**config.mk**
```make
export PLATFORM = sky130hd
export DESIGN_NAME = decode_stage
export DESIGN_NICKNAME = d
export VERILOG_FILES = /design/src/rtl/decode_stage.sv
export SDC_FILE = /design/constraint.sdc
export NUM_CORES = 2
export LEC_CHECK = 0
export CAP_MARGIN = 20
export CORE_UTILIZATION = 35
export DETAILED_ROUTE_END_ITERATION = 7
export GPL_TIMING_DRIVEN = 0
export PLACE_DENSITY = 0.59
export SLEW_MARGIN = 20
export SYNTH_ARGS = -nofsm -noshare
export SYNTH_HDL_FRONTEND = slang
export SYNTH_SLANG_ARGS = --single-unit
```
**constraint.sdc**
```tcl
create_clock -name clk -period 5.12 [get_ports clk]
set_clock_uncertainty 0.05 [all_clocks]
set_input_delay 1.536 -clock clk [delete_from_list [all_inputs] [get_ports clk]]
set_output_delay 1.536 -clock clk [all_outputs]
set_load 0.02 [all_outputs]
```
**src/rtl/decode_stage.sv**
```systemverilog
// ---------------------------------------------------------------------------
// decode_stage: RV32I instruction decode with register file and ID/EX register.
//
// Decodes instrD into control signals and a sign-extended immediate, reads the
// two source operands from a 32 x 32-bit register file (with write-through
// bypass from writeback), and captures everything into the ID/EX pipeline
// register on each rising clock edge.
//
// Ports:
//   clk, rst_n                 clock, synchronous active-low reset
//   instrD, pcD, pc4D          instruction (32'h0 = bubble) and its PC / PC+4
//   flushE                     squash the ID/EX register on the next edge
//   regWriteW, rdW, resultW    writeback port into the register file
//   rs1D, rs2D                 combinational source indices for the hazard unit
//   *E outputs                 registered decode results and operands
// ---------------------------------------------------------------------------
module decode_stage (
    input  logic        clk,
    input  logic        rst_n,
    input  logic [31:0] instrD,
    input  logic [31:0] pcD,
    input  logic [31:0] pc4D,
    input  logic        flushE,
    input  logic        regWriteW,
    input  logic [4:0]  rdW,
    input  logic [31:0] resultW,
    output logic [4:0]  rs1D,
    output logic [4:0]  rs2D,
    output logic        regWriteE,
    output logic        memWriteE,
    output logic        branchE,
    output logic        jumpE,
    output logic        jalrE,
    output logic        aluSrcBE,
    output logic        illegalE,
    output logic [1:0]  resultSrcE,
    output logic [1:0]  aluSrcAE,
    output logic [3:0]  aluControlE,
    output logic [2:0]  funct3E,
    output logic [31:0] rd1E,
    output logic [31:0] rd2E,
    output logic [31:0] immExtE,
    output logic [31:0] pcE,
    output logic [31:0] pc4E,
    output logic [4:0]  rs1E,
    output logic [4:0]  rs2E,
    output logic [4:0]  rdE
);

    typedef enum logic [3:0] {
        AluAdd  = 4'b0000,
        AluSub  = 4'b0001,
        AluAnd  = 4'b0010,
        AluOr   = 4'b0011,
        AluXor  = 4'b0100,
        AluSll  = 4'b0101,
        AluSrl  = 4'b0110,
        AluSra  = 4'b0111,
        AluSlt  = 4'b1000,
        AluSltu = 4'b1001
    } aluOp_t;

    typedef enum logic [2:0] {
        ImmNone,
        ImmI,
        ImmS,
        ImmB,
        ImmU,
        ImmJ
    } immSel_t;

    localparam logic [6:0] OpRType  = 7'b0110011;
    localparam logic [6:0] OpIAlu   = 7'b0010011;
    localparam logic [6:0] OpLoad   = 7'b0000011;
    localparam logic [6:0] OpStore  = 7'b0100011;
    localparam logic [6:0] OpBranch = 7'b1100011;
    localparam logic [6:0] OpJal    = 7'b1101111;
    localparam logic [6:0] OpJalr   = 7'b1100111;
    localparam logic [6:0] OpLui    = 7'b0110111;
    localparam logic [6:0] OpAuipc  = 7'b0010111;

    // Instruction fields
    logic [6:0] opcode;
    logic [2:0] funct3;
    logic       funct7b5;
    logic [4:0] rdD;

    assign opcode   = instrD[6:0];
    assign funct3   = instrD[14:12];
    assign funct7b5 = instrD[30];
    assign rdD      = instrD[11:7];
    assign rs1D     = instrD[19:15];
    assign rs2D     = instrD[24:20];

    // Main control decode
    logic      regWriteD;
    logic      memWriteD;
    logic      branchD;
    logic      jumpD;
    logic      jalrD;
    logic      aluSrcBD;
    logic      illegalD;
    logic [1:0] resultSrcD;
    logic [1:0] aluSrcAD;
    logic      useAluFunct;
    logic      isRType;
    immSel_t   immSel;
    aluOp_t    aluOpD;

    always_comb begin
        regWriteD   = 1'b0;
        memWriteD   = 1'b0;
        branchD     = 1'b0;
        jumpD       = 1'b0;
        jalrD       = 1'b0;
        aluSrcBD    = 1'b0;
        illegalD    = 1'b0;
        resultSrcD  = 2'b00;
        aluSrcAD    = 2'b00;
        useAluFunct = 1'b0;
        isRType     = 1'b0;
        immSel      = ImmNone;
        case (opcode)
            OpRType: begin
                regWriteD   = 1'b1;
                useAluFunct = 1'b1;
                isRType     = 1'b1;
            end
            OpIAlu: begin
                regWriteD   = 1'b1;
                aluSrcBD    = 1'b1;
                useAluFunct = 1'b1;
                immSel      = ImmI;
            end
            OpLoad: begin
                regWriteD  = 1'b1;
                aluSrcBD   = 1'b1;
                resultSrcD = 2'b01;
                immSel     = ImmI;
            end
            OpStore: begin
                memWriteD = 1'b1;
                aluSrcBD  = 1'b1;
                immSel    = ImmS;
            end
            OpBranch: begin
                branchD = 1'b1;
                immSel  = ImmB;
            end
            OpJal: begin
                jumpD      = 1'b1;
                regWriteD  = 1'b1;
                resultSrcD = 2'b10;
                immSel     = ImmJ;
            end
            OpJalr: begin
                jalrD      = 1'b1;
                regWriteD  = 1'b1;
                resultSrcD = 2'b10;
                aluSrcBD   = 1'b1;
                immSel     = ImmI;
            end
            OpLui: begin
                regWriteD = 1'b1;
                aluSrcAD  = 2'b10;
                aluSrcBD  = 1'b1;
                immSel    = ImmU;
            end
            OpAuipc: begin
                regWriteD = 1'b1;
                aluSrcAD  = 2'b01;
                aluSrcBD  = 1'b1;
                immSel    = ImmU;
            end
            default: begin
                // An all-zero word is a pipeline bubble, not an illegal instruction.
                illegalD = (instrD != 32'h0);
            end
        endcase
    end

    // ALU operation: funct3-driven for R/I-ALU, SUB for branches, ADD otherwise.
    always_comb begin
        aluOpD = AluAdd;
        if (branchD) begin
            aluOpD = AluSub;
        end else if (useAluFunct) begin
            case (funct3)
                3'b000:  aluOpD = (isRType && funct7b5) ? AluSub : AluAdd;
                3'b001:  aluOpD = AluSll;
                3'b010:  aluOpD = AluSlt;
                3'b011:  aluOpD = AluSltu;
                3'b100:  aluOpD = AluXor;
                3'b101:  aluOpD = funct7b5 ? AluSra : AluSrl;
                3'b110:  aluOpD = AluOr;
                default: aluOpD = AluAnd;
            endcase
        end
    end

    // Immediate generation
    logic [31:0] immExtD;

    always_comb begin
        immExtD = 32'h0;
        case (immSel)
            ImmI: immExtD = {{20{instrD[31]}}, instrD[31:20]};
            ImmS: immExtD = {{20{instrD[31]}}, instrD[31:25], instrD[11:7]};
            ImmB: immExtD = {{20{instrD[31]}}, instrD[7], instrD[30:25], instrD[11:8], 1'b0};
            ImmU: immExtD = {instrD[31:12], 12'h0};
            ImmJ: immExtD = {{12{instrD[31]}}, instrD[19:12], instrD[20], instrD[30:21], 1'b0};
            default: immExtD = 32'h0;
        endcase
    end

    // Register file
    logic [31:0] regs [32];
    logic [31:0] rd1D;
    logic [31:0] rd2D;

    always_ff @(posedge clk) begin
        if (!rst_n) begin
            for (int i = 0; i < 32; i++) begin
                regs[i] <= 32'h0;
            end
        end else if (regWriteW && (rdW != 5'd0)) begin
            regs[rdW] <= resultW;
        end
    end

    // Write-through bypass so a same-cycle writeback is visible to decode.
    always_comb begin
        if (rs1D == 5'd0) begin
            rd1D = 32'h0;
        end else if (regWriteW && (rdW == rs1D)) begin
            rd1D = resultW;
        end else begin
            rd1D = regs[rs1D];
        end
        if (rs2D == 5'd0) begin
            rd2D = 32'h0;
        end else if (regWriteW && (rdW == rs2D)) begin
            rd2D = resultW;
        end else begin
            rd2D = regs[rs2D];
        end
    end

    // ID/EX pipeline register; reset and flush both insert a bubble.
    always_ff @(posedge clk) begin
        if (!rst_n || flushE) begin
            regWriteE   <= 1'b0;
            memWriteE   <= 1'b0;
            branchE     <= 1'b0;
            jumpE       <= 1'b0;
            jalrE       <= 1'b0;
            aluSrcBE    <= 1'b0;
            illegalE    <= 1'b0;
            resultSrcE  <= 2'b00;
            aluSrcAE    <= 2'b00;
            aluControlE <= 4'b0000;
            funct3E     <= 3'b000;
            rd1E        <= 32'h0;
            rd2E        <= 32'h0;
            immExtE     <= 32'h0;
            pcE         <= 32'h0;
            pc4E        <= 32'h0;
            rs1E        <= 5'd0;
            rs2E        <= 5'd0;
            rdE         <= 5'd0;
        end else begin
            regWriteE   <= regWriteD;
            memWriteE   <= memWriteD;
            branchE     <= branchD;
            jumpE       <= jumpD;
            jalrE       <= jalrD;
            aluSrcBE    <= aluSrcBD;
            illegalE    <= illegalD;
            resultSrcE  <= resultSrcD;
            aluSrcAE    <= aluSrcAD;
            aluControlE <= aluOpD;
            funct3E     <= funct3;
            rd1E        <= rd1D;
            rd2E        <= rd2D;
            immExtE     <= immExtD;
            pcE         <= pcD;
            pc4E        <= pc4D;
            rs1E        <= rs1D;
            rs2E        <= rs2D;
            rdE         <= rdD;
        end
    end

endmodule

```
### After elaboration in Yosys (flattened, before gate mapping)

Memory sizes are Yosys's and may differ from the RTL's. A register that Yosys moved wholly into a read port is not among the register bits.
Index checks and enable logic that the tools add are counted.

* memories: 1
* output and inout port bits: 203
* bits in writable memories: 1024
* register bits after elaboration: 129

* reductions and logical operators: 20
* eq/ne operators: 20
* multiplexer cells: 24
* bitwise gates (word level): 1

Memory list
* regs: depth 32, bits a word 32, read ports 2, clocked after memory_dff 2, write ports 32, RTL line 217 `logic [31:0] regs [32];`

Operator list (number)
* 32-bit case mux with 5 select lines: 1
* 32-bit two-way mux: 1
* 32-bit nonzero test: 1
* 32-bit OR reduction: 1
* 4-bit case mux with 7 select lines: 1
* 7-bit by 6-bit == test with 1-bit output (second input constant): 3
* 7-bit == test (second input constant): 3
* 1-bit two-way mux: 17
* 3-bit == test (second input constant): 5
* 3-bit case mux with 5 select lines: 1
* 7-bit by 5-bit == test with 1-bit output (second input constant): 2
* 3-bit by 2-bit == test with 1-bit output (second input constant): 4
* 5-bit zero test: 2
* 10-bit OR reduction: 1
* 2-bit OR reduction: 5
* 2-bit case mux with 2 select lines: 2
* 7-bit by 2-bit == test with 1-bit output (second input constant): 1
* 7-bit OR reduction: 1
* 3-bit by 1-bit == test with 1-bit output (second input constant): 2
* 3-bit OR reduction: 2
* 6-bit OR reduction: 1
* 5-bit two-way mux: 1
* 5-bit nonzero test: 1
* 3-bit zero test: 1
* 4 further kinds: 5

### Longest topological paths before layout

* word-level depth: 7
* gate-level depth with buffers: 10

### Worst setup path after synthesis

No wires, ideal clock.

* path kind: in2reg
* start: input rst_n
* end: memory regs[12][0] (enable)
* slack: -380 ps
* buffers on the path: 3
* data required time: 4604 ps
* library setup time: 466 ps
* arrival time: 4984 ps
* cell stages on the path: 6
* cell sequence: clkbuf_1 -> nand2_1 -> or4_1 -> clkbuf_1 -> clkbuf_1 -> o21ai_0

RTL lines
* start, declared: RTL line 19 `input logic rst_n,`
* end, declared: RTL line 217

### Final worst setup path

* start: input instrD[22]
* end: register rd2E[18], read port of regs

* word-level cells in the longest chain between the ends: 2

Ends and longest elaborated chain
* start, declared: RTL line 20 `input logic [31:0] instrD,`
* 5-bit zero test: RTL line 240 `if (rs2D == 5'd0) begin`
* 2-bit OR reduction (no line)
* end, declared: RTL line 41 `output logic [31:0] rd2E,`

Parallel ways exist; a longest one is shown, timed or not.
A chain may end at the register's enable or synchronous reset.

==> flow_summary_export.csv <==
group,metric,value,unit
run_status,status,"finished with violations",
routing,ant_nets,0,
clock_network,cts_sinks,1217,
clock_network,insertion_delay,0.80,ns
power_and_ir_drop,peakVddDrop,362,uV
power_and_ir_drop,power_density,348,mW/mm2
run_status,violations,"negative setup slack",
setup_path,crit_type,"primary input to register",
sta,min_period,5.23,ns
setup_path,path_cells,"clkdlybuf4s50_1 > nor2_1 > nand2_1 > nand3_1 > clkbuf_1 > o21ai_0",
clock_network,cts-resized-gates,0,
setup_path,cp-start-kind,"primary input",
final_layout,area.growth.synth_to_final,20.5,%
sta,max_freq,191,MHz
global_route,grt_max_degree,21,
routing,vias_per_cell,6.55,
placed_design,place.gp.congestion,1.03,
clock_network,cts_hold_buf,0,
floorplan,die-area,0.171,mm2
power_and_ir_drop,power,24.8,mW
final_layout,fin_area,0.0713,mm2
setup_path,rr_worst_depth,5,
logic_synthesis,synth-seq-cells,1217,
global_route,grt_pass1_vias,44300,
power_and_ir_drop,leakage,22.4,nW
logic_synthesis,synth-warning-count,0,
logic_synthesis,yosysSeqAreaShare,0.585,
sta,hold_violations,0,
sta,tightest_slew,1.34,ns
logic_synthesis,synth_ff_type,"edfxtp_1",
setup_path,crit_buf_inv,2,
worst_hold_path,hold_path_depth,5,
floorplan,die_height,413,um
logic_synthesis,synth_cell_type_count,49,
setup_path,cpMaxStageDelayCell,"nor2_1",
floorplan,num_io_pins,340,
sta,setup_viol,2,
setup_path,cpPeakStageDelay,0.90,ns
logic_synthesis,syn_avg_cell_area,14.0,um2
routing,wire_per_inst,38.4,um
setup_path,worstPathArrival,5.66,ns
global_route,grt.total_usage,0.313,
floorplan,core_region_area,0.168,mm2
logic_synthesis,netlist_area,0.0592,mm2
setup_path,worstSetupEndpointType,"register",
clock_network,clock-root-buffer,"clkbuf_16",
sta,setup_ws,-0.109,ns
placed_design,dp_hpwl,206000,um
routing,routed_wl,272000,um
run,maxCapViolations,0,
final_layout,final_cell_count_no_fill,7077,
clock_network,cts_buffer_depth,3,
sta,period_share,1.02,
global_route,antenna_found_initial,9,
logic_synthesis,ys_async_sr_fraction,0,
floorplan,start_util,0.353,
routing,vias,46400,
placed_design,postPlaceCellArea,0.0670,mm2
routing,drtIter0Drc,7669,
routing,drc,0,
logic_synthesis,post_synth_inst_count,4222,
logic_synthesis,post_synth_main_area_contributors,"edfxtp_1 52%, mux4_2 17%, nor3_1 8.5%",
clock_network,cts_inserted_buffers,133,
setup_path,crit_cells,6,
clock_network,postCtsSetupBuffers,0,
setup_path,path_max_fanout,10,
worst_hold_path,hold_path_class,"register to register",
sta,slew_violations,0,
sta,rsz0062_at_grt,"no",
logic_synthesis,synth_enable_flop_cells,1024,
routing,drt_first_pass_iters,6,
placed_design,io_buffers,326,
final_layout,fin_nets,4903,
sta,whs,0.857,ns
setup_path,critical_path_required,5.55,ns
floorplan,die_x,413,um
clock_network,tritoncts,"done",
final_layout,drive_gt1_frac,0.187,
clock_network,cts_htree_levels,4,
clock_network,path_clk_slew,0.06,ns
global_route,grt_first_pass_wirelength,365000,um
sta,relSlewSlack,0.107,
placed_design,place_inst,6834,
logic_synthesis,yosys.area.top_type,"edfxtp_1",
global_route,grt-ovfl-total,0,
logic_synthesis,synth_top_area_frac,0.519,
setup_path,cp_top_family,"simple AND/OR/NAND/NOR gates",
floorplan,rows,150,
[state kept, by name, indices dropped and copies added (netlist names)]
register and flops:
rs1E 5, jalrE 1, rd1E 32, regWriteE 1, memWriteE 1, jumpE 1
regs 1024, illegalE 1, aluControlE 4, rdE 5, aluSrcBE 1, pc4E 32
rd2E 32, funct3E 3, rs2E 5, aluSrcAE 2, branchE 1, resultSrcE 2
immExtE 32, pcE 32
[where the power goes]
part,switching [mW],internal [mW]
logic,2.26,1.28
clock network,4.22,5.57
registers,0.254,11.2
total,6.73,18.1
[routing by layer]
metal  global-route usage  vias to the layer above  part of all wire
li1                     -                    17900                 -
met1                0.402                    23700              0.36
met2                0.454                     4067              0.43
met3               0.0842                      679              0.13
met4                0.233                        4             0.085
met5                    0                        -          0.000099
[final timing paths]
check,from,endpoint,slack [ns]
worst max register to register,regs[16][31],rd2E[31],2.74
worst min-delay path,regs[6][15],rd2E[15],0.86
worst min register to register,regs[6][15],rd2E[15],0.86
worst max-delay path,instrD[22],rd2E[18],-0.11
[cells by family after synthesis]
group	share of synthesized area
AOI/OAI and AO/OA	0.0447
xor gates and xnor gates	0.00148
buffers and inverters	0.0430
DFF	0.585
muxes	0.213
other	0.0000633
and+or+nand+nor	0.113
[Yosys cell counts (2+ instances only)]
| library cell | number |
|---|---|
| a31oi_1 | 2 |
| nand4_1 | 2 |
| nor3_1 | 1005 |
| o211ai_1 | 15 |
| edfxtp_1 | 1024 |
| mux4_1 | 5 |
| buf_2 | 70 |
| mux2i_1 | 191 |
| a221o_1 | 31 |
| mux2_2 | 49 |
| buf_1 | 26 |
| nand2b_1 | 15 |
| mux4_2 | 445 |
| or3_1 | 2 |
| o221ai_1 | 32 |
| nand3_1 | 44 |
| buf_4 | 14 |
| nor2_1 | 24 |
| a211oi_1 | 63 |
| clkbuf_1 | 431 |
| a32o_1 | 32 |
| o21ai_0 | 66 |
| or3b_2 | 4 |
| inv_1 | 35 |
| buf_6 | 21 |
| dfxtp_1 | 193 |
| o22ai_1 | 94 |
| and2_1 | 84 |
| xor2_1 | 7 |
| nor4_1 | 7 |
| nand2_1 | 120 |
| and3_1 | 10 |
| xnor2_1 | 3 |
| a21oi_1 | 28 |
| nor2b_1 | 5 |
| a22oi_1 | 5 |
| nand3b_1 | 6 |
[metrics by stage]
stage | setup TNS, ns | setup WS, ns | utilization
floorplan | -75.26 | -0.377 | -
global placement | -2853.00 | -4.45 | 0.390
detailed placement | -9.06 | -0.450 | 0.400
CTS | 0 | 0.195 | 0.425
finish | -0.202 | -0.109 | 0.426
global route | 0 | 0.185 | 0.426
[worst reg2reg max path, delay by kind of cell, from the launching register on]
kind | cells | cell delay, ns
muxes | 2 | 1.07
DFF | 1 | 0.40
and+or+nand+nor | 2 | 0.29
AOI/OAI and AO/OA | 1 | 0.30
[cells in the final DEF (no fill, tap or decap), types with 15 or more instances in the layout]
cell type	instances
clkbuf_2	28
a21oi_1	28
buf_1	22
edfxtp_1	1024
and2_1	84
o22ai_1	94
buf_2	74
a32o_1	32
o211ai_1	15
o21ai_0	35
clkdlybuf4s50_1	326
clkbuf_16	146
o21ai_4	31
dfxtp_1	193
nand2b_1	15
nor3_1	1005
inv_1	34
nand2_1	120
conb_1	32
o221ai_1	32
nand3_1	44
nor2_1	24
clkbuf_1	443
clkinv_2	23
a221o_1	31
mux2_2	49
mux4_2	445
mux2i_1	191
buf_6	24
buf_16	41
a211oi_1	63
[layout make-up]
cell class | instances | area, um2
Inverter | 35 | 131
Clock inverter | 44 | 350
Buffer | 563 | 2450
Multi-Input combinational cell | 2438 | 22500
Clock buffer | 194 | 3930
Tap cell | 2204 | 2760
Antenna cell | 4 | 10.0
Timing Repair Buffer | 378 | 4570
Sequential cell | 1217 | 34600
Fill cell | 15500 | 96300
Note: power is estimated with default switching activity, not from simulation.
